### config.mk
export PLATFORM = sky130hd
export DESIGN_NAME = double_to_float
export DESIGN_NICKNAME = d
export VERILOG_FILES = /design/src/rtl/double_to_float.sv
export SDC_FILE = /design/constraint.sdc
export NUM_CORES = 1
export LEC_CHECK = 0
export ABC_AREA = 1
export BUFFER_PORTS_ARGS = -buffer_cell sky130_fd_sc_hd__buf_2
export CAP_MARGIN = 20
export CORE_AREA = 5 5 154 156
export DETAILED_ROUTE_END_ITERATION = 6
export DIE_AREA = 0 0 159 161
export GPL_TIMING_DRIVEN = 0
export PLACE_DENSITY = 0.78
export SLEW_MARGIN = 20
export SYNTH_ARGS = -nofsm -noshare
export SYNTH_HDL_FRONTEND = slang
export SYNTH_SLANG_ARGS = --single-unit
### constraint.sdc
create_clock -name clk -period 4.1 [get_ports clk]
set_clock_uncertainty 0.05 [all_clocks]
set_input_delay 0.615 -clock clk [delete_from_list [all_inputs] [get_ports clk]]
set_output_delay 0.615 -clock clk [all_outputs]
set_load 0.01 [all_outputs]
### src/rtl/double_to_float.sv
// Narrowing FP conversion: IEEE-754 binary64 -> binary32 with round-to-nearest-even.
// Five-state handshake FSM (one operand in flight) raising invalid/overflow/underflow/inexact.
module double_to_float (
  input  logic        clk,
  input  logic        reset,
  input  logic        in_valid,
  output logic        in_ready,
  input  logic [63:0] double,
  output logic        out_valid,
  input  logic        out_ready,
  output logic [31:0] float,
  output logic        nan_exception,
  output logic        overflow,
  output logic        underflow,
  output logic        inexact
);
  localparam int unsigned EXP64_W  = 11;
  localparam int unsigned MANT64_W = 52;
  localparam int unsigned E_W      = 12;
  localparam int unsigned SHIFT_W  = 115;
  localparam int unsigned FLAG_W   = 4;
  localparam logic signed [E_W-1:0] EXP_ADJ = 12'sd896;

  typedef enum logic [2:0] {IDLE, CLASSIFY, ROUND, PACK, HOLD} state_t;
  typedef enum logic [2:0] {C_ZERO, C_DENORM, C_INF, C_QNAN, C_SNAN, C_HUGE, C_FINITE} cls_t;

  state_t                   state, state_nxt;
  cls_t                     cls, cls_nxt;
  logic                     sign, sign_nxt;
  logic [EXP64_W-1:0]       exp64, exp64_nxt;
  logic [MANT64_W-1:0]      mant64, mant64_nxt;
  logic signed [E_W-1:0]    e, e_nxt, e_calc;
  logic [31:0]              res, res_nxt, float_nxt;
  logic [FLAG_W-1:0]        flg, flg_nxt, flags_nxt;  // {nan, ovf, unf, inx}
  logic                     out_valid_nxt, in_ready_nxt;

  logic signed [E_W-1:0]    denorm_shift;
  logic [5:0]               shamt;
  logic [SHIFT_W-1:0]       wide;
  logic [22:0]              field;
  logic                     guard, sticky, rnd_up, rnd_inexact;
  logic [7:0]               exp_base;
  logic [30:0]              rounded;

  // Significand alignment and RNE; the hidden bit sits just above the kept window
  always_comb begin
    denorm_shift = 12'sd1 - e;
    shamt        = 6'd0;
    if (e <= 12'sd0)
      shamt = (denorm_shift > 12'sd63) ? 6'd63 : denorm_shift[5:0];
    wide        = SHIFT_W'({1'b1, mant64, 63'b0} >> shamt);
    field       = wide[114:92];
    guard       = wide[91];
    sticky      = |wide[90:0];
    rnd_up      = guard & (sticky | field[0]);
    rnd_inexact = guard | sticky;
    exp_base    = (e > 12'sd0) ? e[7:0] : 8'd0;
    rounded     = {exp_base, field} + 31'(rnd_up);
  end

  always_comb begin
    e_calc = $signed({1'b0, exp64}) - EXP_ADJ;
  end

  // State and datapath registers
  always_ff @(posedge clk or negedge reset) begin
    if (!reset) begin
      state         <= IDLE;
      cls           <= C_ZERO;
      sign          <= 1'b0;
      exp64         <= '0;
      mant64        <= '0;
      e             <= '0;
      res           <= '0;
      flg           <= '0;
      float         <= '0;
      nan_exception <= 1'b0;
      overflow      <= 1'b0;
      underflow     <= 1'b0;
      inexact       <= 1'b0;
      out_valid     <= 1'b0;
      in_ready      <= 1'b1;
    end else begin
      state         <= state_nxt;
      cls           <= cls_nxt;
      sign          <= sign_nxt;
      exp64         <= exp64_nxt;
      mant64        <= mant64_nxt;
      e             <= e_nxt;
      res           <= res_nxt;
      flg           <= flg_nxt;
      float         <= float_nxt;
      {nan_exception, overflow, underflow, inexact} <= flags_nxt;
      out_valid     <= out_valid_nxt;
      in_ready      <= in_ready_nxt;
    end
  end

  always_comb begin
    state_nxt = state;
    case (state)
      IDLE:     if (in_valid) state_nxt = CLASSIFY;
      CLASSIFY: state_nxt = ROUND;
      ROUND:    state_nxt = PACK;
      PACK:     state_nxt = HOLD;
      HOLD:     if (out_ready) state_nxt = IDLE;
      default:  state_nxt = IDLE;
    endcase
  end

  always_comb begin
    cls_nxt    = cls;
    sign_nxt   = sign;
    exp64_nxt  = exp64;
    mant64_nxt = mant64;
    e_nxt      = e;
    res_nxt    = res;
    flg_nxt    = flg;
    float_nxt  = float;
    flags_nxt  = {nan_exception, overflow, underflow, inexact};
    case (state)
      IDLE: begin
        if (in_valid) begin
          sign_nxt   = double[63];
          exp64_nxt  = double[62:52];
          mant64_nxt = double[51:0];
        end
      end
      CLASSIFY: begin
        e_nxt = e_calc;
        if (exp64 == '0)
          cls_nxt = (mant64 == '0) ? C_ZERO : C_DENORM;
        else if (exp64 == '1)
          cls_nxt = (mant64 == '0) ? C_INF : (mant64[51] ? C_QNAN : C_SNAN);
        else
          cls_nxt = (e_calc >= 12'sd255) ? C_HUGE : C_FINITE;
      end
      ROUND: begin
        res_nxt = {sign, 31'b0};
        flg_nxt = 4'b0000;
        case (cls)
          C_ZERO:   begin end
          C_DENORM: flg_nxt = 4'b0011;
          C_INF:    res_nxt = {sign, 8'hFF, 23'b0};
          C_QNAN:   res_nxt = {sign, 8'hFF, mant64[51:29]};
          C_SNAN: begin
            res_nxt = {sign, 8'hFF, 1'b1, mant64[50:29]};
            flg_nxt = 4'b1000;
          end
          C_HUGE: begin
            res_nxt = {sign, 8'hFF, 23'b0};
            flg_nxt = 4'b0101;
          end
          default: begin
            // A carry out of the fraction bumps the exponent; 255 means it overflowed
            if (rounded[30:23] == 8'hFF) begin
              res_nxt = {sign, 8'hFF, 23'b0};
              flg_nxt = 4'b0101;
            end else begin
              res_nxt = {sign, rounded};
              flg_nxt = {2'b00, (e <= 12'sd0) & rnd_inexact, rnd_inexact};
            end
          end
        endcase
      end
      PACK: begin
        float_nxt = res;
        flags_nxt = flg;
      end
      default: begin end
    endcase
    out_valid_nxt = (state_nxt == HOLD);
    in_ready_nxt  = (state_nxt == IDLE);
  end
endmodule

==> flow_metrics.env, run 1 <==
export IMPL_outcome="complete, but fails checks"
export IMPL_violations="setup timing"
export IMPL_hold_buffers=0
export IMPL_clk_path_buf_depth=2
export IMPL_start_util=0.5488
export IMPL_ctsHtreeMaxLevel=4
export IMPL_dieHeight_um=161
export IMPL_arrival_ns=4.77
export IMPL_gp_congestion=1.031
export IMPL_grt_pass1_wl_um=74780
export IMPL_hpwl_um=36870
export IMPL_drtPass1Iterations=7
export IMPL_ys_types=53
export IMPL_cp_data_required_time_ns=4.41
export IMPL_cts_sinks=156
export IMPL_grt_antenna_before_repair=2
export IMPL_rows=55
export IMPL_tightest_slew_ns=0.7299
export IMPL_routed_wl_um=48280
export IMPL_coreArea_um2=22230
export IMPL_ys_flop_type="dfrtp_1"
export IMPL_ys_warn_count=0
export IMPL_fin_crit_ns=4.457
export IMPL_die_w_um=159
export IMPL_area_delta_synth_final_pct=22.33
export IMPL_relSlewSlack=0.5134
export IMPL_slew_violations=0
export IMPL_fin_nets=2159
export IMPL_synth_top_area_share=0.3180
export IMPL_synth_common_cells="nand2_1 (564), nand3_1 (316), inv_1 (182)"
export IMPL_syn_area_um2=12200
export IMPL_grt_overflow=0
export IMPL_fmax_ghz=0.2244
export IMPL_ant_nets=0
export IMPL_grt_pass1_vias=13555
export IMPL_ys_ff_latch=156
export IMPL_drt_iter0_drc=1671
export IMPL_drc=0
export IMPL_pin_count=106
export IMPL_min_period_over_period=1.087
export IMPL_n_fill_cell=2044
export IMPL_syn_inst=1909
export IMPL_worst_path_max_fanout=10
export IMPL_fin_setup_tns_ns=-8.539
export IMPL_max_stage_delay_ns=0.38
export IMPL_critPathLaunchType="flip-flop"
export IMPL_hold_class="primary input to async pin"
export IMPL_ys_seq_area_frac=0.3201
export IMPL_cpMostUsedCell="nor2_4"
export IMPL_clk_latency_ns=0.45
export IMPL_synthArstFlopShare=1.000
export IMPL_synthTopCellsByArea="dfrtp_1 (32%), nand2_1 (17%), nand3_1 (13%), inv_1 (5.6%), nor2_1 (5.1%)"
export IMPL_synth_nets=1980
export IMPL_root_buffer="clkbuf_16"
export IMPL_synth_largest_area_cell="dfrtp_1"
export IMPL_critPathSlowestCell="dfrtp_1"
export IMPL_via_count=14059
export IMPL_yosysMostFrequentCell="nand2_1"
export IMPL_maxCapViolCount=0
export IMPL_finalWorstSetupSlack_ns=-0.3567
export IMPL_fp_dieArea_um2=25600
export IMPL_rsz0062_at_grt="true"
export IMPL_endpoint_kind="flip-flop"
export IMPL_port_buffers=105
export IMPL_synth_edf_count=0
export IMPL_grt_use_total=0.3661
export IMPL_cts_tree="done"
export IMPL_cts_reportedPaths_clkPinSlew_ns=0.08
export IMPL_wire_per_inst_um=20.23
export IMPL_grt_max_degree=105
export IMPL_setup_violations=27
export IMPL_numCtsBuffers=17
export IMPL_final_hold_viol_count=0
export IMPL_syn_avg_cell_area_um2=6.390
export IMPL_crit_type="flip-flop to flip-flop"
export IMPL_drive_above_1_share=0.2289
export IMPL_vias_per_cell=5.890
[what timing repair did]
item,in CTS,in global routing
gates cloned,2,0
setup endpoints to repair,34,34
setup buffers,47,11
hold endpoints to repair,0,0
gates resized for setup,140,66
pin swaps,27,39
[logic make-up after synthesis]
logic type,share of synthesized area
flip-flops,0.3201
AO/OA/AOI/OAI,0.09950
XOR/XNOR,0.01723
AND/OR/NAND/NOR,0.4489
multiplexers,0.007386
buffers and inverters,0.1038
adder cells (fa/ha/maj),0.003078
[per-stage QoR]
stage / setup slack (ns) / hold WS [ns] / instance area (µm²) / cells / util
after floorplan: 0.09428 / 0.2694 / 12200 / 1909 / -
after global placement: -0.9379 / 0.4101 / 13080 / 2299 / 0.5885
after detailed placement: -0.9751 / 0.4175 / 13120 / 2300 / 0.5901
after CTS: -0.2187 / 0.03162 / 14650 / 2380 / 0.6592
after global routing: -0.5622 / 0.04241 / 14920 / 2386 / 0.6712
final: -0.3567 / 0.01344 / 14920 / 2387 / 0.6713
[worst max-delay path, delay by kind of cell, from the launching register on]
kind            cells  cell delay [ns]
xor+xnor            1             0.24
flops               1             0.38
compound gates      2             0.24
buf+inv             8             0.96
simple gates       21             2.17
fa+ha+maj           2             0.34
[sequential cells by signal, indices dropped and copies added (netlist names)]
register,count
mant64,52
float,32
res,32
e,12
exp64,11
flg,4
cls,3
state,3
in_ready,1
inexact,1
nan_exception,1
out_valid,1
overflow,1
sign,1
underflow,1
[cell type report]
cell class                      count  area, µm²  share of cell area
Multi-Input combinational cell   1451       7666              0.5138
Sequential cell                   156       3905              0.2617
Timing Repair Buffer              160       1027             0.06884
Inverter                          200      754.5             0.05056
Buffer                            102      611.8             0.04100
Clock buffer                       17      425.4             0.02851
Tap cell                          285      356.6             0.02390
Clock inverter                     15      172.7             0.01157
Antenna cell                        1      2.502           0.0001677
[path summary, 6_finish.rpt]
check / startpoint / cells after the start / to / slack (ns)
worst max register to register: e[1]$_DFFE_PN0N_ / 34 / flg[2]$_DFFE_PN0N_ / -0.36
min in group clk: double[28] / 2 / mant64[28]$_DFFE_PN0P_ / 0.34
max in group asynchronous: reset / 2 / res[11]$_DFFE_PN0N_ / 3.14
worst min-delay path: reset / 1 / exp64[8]$_DFFE_PN0P_ / 0.01
worst min register to register: float[3]$_DFFE_PN0N_ / 2 / float[3]$_DFFE_PN0N_ / 0.43
worst max-delay path: e[1]$_DFFE_PN0N_ / 34 / flg[2]$_DFFE_PN0N_ / -0.36
[routing by layer]
layer	vias to the layer above	global-route usage	wire length, µm
li1	6571	-	-
met1	6502	0.4779	19080
met3	214	0.05971	4497
met2	770	0.5929	21830
met5	-	0	16
met4	2	0.1830	2851
[cells in the final DEF, fill, tap and decap left out, types with 4 or more instances in the layout]
| cell type | Yosys | routed |
|---|---|---|
| inv_6 | 0 | 4 |
| nand4_1 | 42 | 42 |
| xor2_1 | 16 | 15 |
| clkbuf_2 | 0 | 8 |
| a22oi_1 | 11 | 10 |
| nand3_2 | 31 | 69 |
| dfrtp_1 | 155 | 155 |
| nor2_4 | 11 | 25 |
| xnor2_1 | 8 | 8 |
| inv_1 | 182 | 181 |
| buf_1 | 17 | 6 |
| buf_4 | 8 | 58 |
| nand2_1 | 564 | 539 |
| buf_2 | 27 | 124 |
| clkinv_8 | 0 | 5 |
| nand2_2 | 12 | 32 |
| o21ai_1 | 5 | 6 |
| clkbuf_4 | 0 | 6 |
| nand3_4 | 1 | 11 |
| nor3_1 | 14 | 14 |
| clkbuf_16 | 0 | 17 |
| nor2_1 | 167 | 149 |
| nand3_1 | 316 | 268 |
| and2_1 | 5 | 5 |
| nor2_2 | 13 | 17 |
| nand2_4 | 5 | 9 |
| a21oi_2 | 8 | 22 |
| a21oi_1 | 114 | 99 |
| nand3b_1 | 4 | 4 |
| clkbuf_1 | 43 | 38 |
| buf_6 | 5 | 12 |
| nor4_1 | 6 | 6 |
| inv_2 | 15 | 16 |
| buf_8 | 1 | 5 |
| mux2_2 | 8 | 8 |
| o21ai_0 | 67 | 64 |
Power of run 1 is left out: the tool's default activity adds up to more than one toggle a clock period on the data nets, which glitch-free logic cannot reach.
==> run 2, diff against run 1 <==
--- a/config.mk
+++ b/config.mk
@@ -5,14 +5,13 @@
 export SDC_FILE = /design/constraint.sdc
 export NUM_CORES = 1
 export LEC_CHECK = 0
-export ABC_AREA = 1
 export BUFFER_PORTS_ARGS = -buffer_cell sky130_fd_sc_hd__buf_2
 export CAP_MARGIN = 20
-export CORE_AREA = 5 5 154 156
+export CORE_AREA = 5 5 152 154
 export DETAILED_ROUTE_END_ITERATION = 6
-export DIE_AREA = 0 0 159 161
+export DIE_AREA = 0 0 157 159
 export GPL_TIMING_DRIVEN = 0
-export PLACE_DENSITY = 0.78
+export PLACE_DENSITY = 0.74
 export SLEW_MARGIN = 20
 export SYNTH_ARGS = -nofsm -noshare
 export SYNTH_HDL_FRONTEND = slang
==> flow_metrics.env, run 2 <==
export IMPL_outcome="complete, but fails checks"
export IMPL_violations="DRC, setup timing"
export IMPL_synth_compound_area_frac=0.2732
export IMPL_synth_area_mux_share=0.09562
export IMPL_die_w_um=157
export IMPL_syn_inst=1350
export IMPL_final_hold_viol_count=0
export IMPL_n_fill_cell=1644
export IMPL_place_area_um2=12740
export IMPL_min_period_over_period=1.372
export IMPL_tightest_slew_ns=0.9382
export IMPL_critPathLaunchType="flip-flop"
export IMPL_drtPass1Iterations=7
export IMPL_fin_crit_ns=5.624
export IMPL_fin_nets=1649
export IMPL_synth_edf_count=0
export IMPL_grt_antenna_before_repair=0
export IMPL_coreArea_um2=21550
export IMPL_ys_seq_area_frac=0.3353
export IMPL_ys_flop_type="dfrtp_1"
export IMPL_vias_per_cell=7.260
export IMPL_crit_type="flip-flop to flip-flop"
export IMPL_syn_area_um2=11650
export IMPL_final_cell_mix="dfrtp_1 (153), nand2_1 (148), buf_2 (114), nor2_1 (97), buf_4 (90)"
export IMPL_setup_violations=34
export IMPL_rows=54
export IMPL_busiest_layer="met2"
export IMPL_ys_types=110
export IMPL_yosysMostFrequentCell="dfrtp_1"
export IMPL_drive_above_1_share=0.3840
export IMPL_wire_per_inst_um=28.88
export IMPL_synth_largest_area_cell="dfrtp_1"
export IMPL_drt_iter0_drc=2255
export IMPL_endpoint_kind="flip-flop"
export IMPL_synth_nets=1421
export IMPL_synth_top_family_by_area="compound AO/OA/AOI/OAI gates"
export IMPL_port_buffers=105
export IMPL_via_count=13583
export IMPL_met2_usage=0.5831
export IMPL_ant_nets=0
export IMPL_synthTopCellsByArea="dfrtp_1 (33%), mux2_2 (8.5%), nand2_1 (4.8%), nor2_1 (3.7%), a21oi_1 (3.1%)"
export IMPL_cts_tree="done"
export IMPL_synth_xor_area_frac=0.02482
export IMPL_syn_avg_cell_area_um2=8.627
export IMPL_synthArstFlopShare=1.000
export IMPL_numCtsBuffers=17
export IMPL_grt_pass1_wl_um=78800
export IMPL_synthSimpleGateAreaFrac=0.2144
export IMPL_relSlewSlack=0.3722
export IMPL_postLayoutCellArea_um2=15380
export IMPL_largest_reg_flops=52
export IMPL_gp_congestion=1.045
export IMPL_reg_largest_list="mant64 x52, float x32, res x32"
export IMPL_met1_usage=0.5446
export IMPL_root_buffer="clkbuf_16"
export IMPL_rsz0062_at_grt="true"
export IMPL_hpwl_um=37920
export IMPL_grt_max_degree=102
export IMPL_fmax_ghz=0.1778
export IMPL_antenna_cells=0
export IMPL_pin_count=106
export IMPL_ctsHtreeMaxLevel=4
export IMPL_cts_reportedPaths_clkPinSlew_ns=0.08
export IMPL_drc=10
export IMPL_area_delta_synth_final_pct=32.03
export IMPL_grt_pass1_vias=12909
export IMPL_worst_path_max_fanout=8
export IMPL_clk_path_buf_depth=2
export IMPL_synthAdderAreaFrac=0.003223
export IMPL_register_area_um2=3908
export IMPL_final_common_cell="dfrtp_1"
export IMPL_cts_sinks=156
export IMPL_finalWorstSetupSlack_ns=-1.524
export IMPL_gr_usage_met3=0.1234
export IMPL_synth_common_cells="dfrtp_1 (155), nand2_1 (150), nor2_1 (116)"
export IMPL_arrival_ns=5.90
export IMPL_synth_top_area_share=0.3330
export IMPL_grt_overflow=0
export IMPL_clk_latency_ns=0.45
export IMPL_dieHeight_um=159
export IMPL_slew_violations=0
export IMPL_routed_wl_um=54030
export IMPL_fp_dieArea_um2=24960
export IMPL_top_register="mant64"
export IMPL_ys_warn_count=0
export IMPL_multi_input_area_um2=8213
export IMPL_start_util=0.5403
export IMPL_grt_use_total=0.4110
export IMPL_hold_class="primary input to async pin"
export IMPL_cp_data_required_time_ns=4.38
export IMPL_maxCapViolCount=0
export IMPL_ys_ff_latch=156
export IMPL_hold_buffers=0
## run 2: cell types whose count changed after synthesis, moves of 19 or more
cell / change
mux2_2: +80
a31oi_1: +19
nor2_1: -51
nor4_1: +22
o22ai_1: +30
nand3_1: -269
nand2_1: -414
nand3_2: -30
a21oi_1: -43
a211oi_1: +28
inv_1: -159
clkbuf_1: +24
## run 2: cells by family (layout without fill, tap and decap cells)
logic type	Yosys count	in the layout
AO/OA/AOI/OAI	430	430
buffers and inverters	132	373
adder cells (fa/ha/maj)	3	3
XOR/XNOR	33	33
AND/OR/NAND/NOR	497	497
multiplexers	99	99
flip-flops	156	156
## run 2: timing repair
item,CTS,global route
gates cloned,1,2
pin swaps,40,56
hold endpoints to repair,0,0
endpoints found under the setup margin,34,34
resized for setup,156,100
setup buffers,72,36
## run 2: metal layers
metal / up-vias / wire length (µm)
met3: 361 / 7286
met5: - / 106
met2: 1227 / 22420
li1: 5589 / -
met4: 4 / 4510
met1: 6402 / 19710
## run 2: worst paths after layout
path                                     startpoint                      to  slack, ns  cells past startpoint
min in group clk                         double[42]  mant64[42]$_DFFE_PN0P_       0.32                      3
worst max register to register     e[1]$_DFFE_PN0N_     res[11]$_DFFE_PN0N_      -1.52                     19
max in group asynchronous                     reset   mant64[8]$_DFFE_PN0P_       3.09                      2
worst max-delay path               e[1]$_DFFE_PN0N_     res[11]$_DFFE_PN0N_      -1.52                     19
worst min-delay path                          reset   float[31]$_DFFE_PN0N_       0.03                      1
worst min register to register  res[25]$_DFFE_PN0N_     res[25]$_DFFE_PN0N_       0.43                      1
## run 2: cell type report
type | count | share of cell area
clock buffers | 17 | 0.02767
multi-input cells | 1062 | 0.5341
flip-flops and latches | 156 | 0.2541
repair buffers | 214 | 0.09944
inverters | 26 | 0.007324
well taps | 280 | 0.02278
plain buffers | 101 | 0.04174
clock inverters | 15 | 0.01278
## run 2: critical path, cell delays in order (launching register included)
cell      delay, ns
dfrtp_1        0.39
buf_8          0.14
clkinv_8       0.05
ha_4           0.12
or4b_4         0.51
or3_4          0.43
and4_4         0.28
buf_4          0.16
a21oi_4        0.40
a32o_1         0.38
nor2_4         0.10
a32oi_1        0.26
nand3_2        0.26
and4_1         0.29
a31o_2         0.27
or3_4          0.40
or4_4          0.45
buf_12         0.17
a221oi_4       0.30
nor2_1         0.09
## run 2: stage by stage
| step | TNS [ns] | worst slack [ns] | utilization | instances | hold slack (ns) |
|---|---|---|---|---|---|
| 2_1_floorplan | -25.50 | -1.055 | - | 1350 | 0.2694 |
| 3_3_place_gp | -64.80 | -2.191 | 0.5892 | 1735 | 0.4086 |
| 3_5_place_dp | -64.20 | -2.180 | 0.5912 | 1736 | 0.4171 |
| 4_1_cts | -39.20 | -1.360 | 0.6780 | 1836 | 0.05614 |
| 5_1_grt | -44.95 | -1.545 | 0.7134 | 1871 | 0.06643 |
| 6_report | -43.59 | -1.524 | 0.7134 | 1871 | 0.02729 |
Power of run 2 is left out for the same reason.
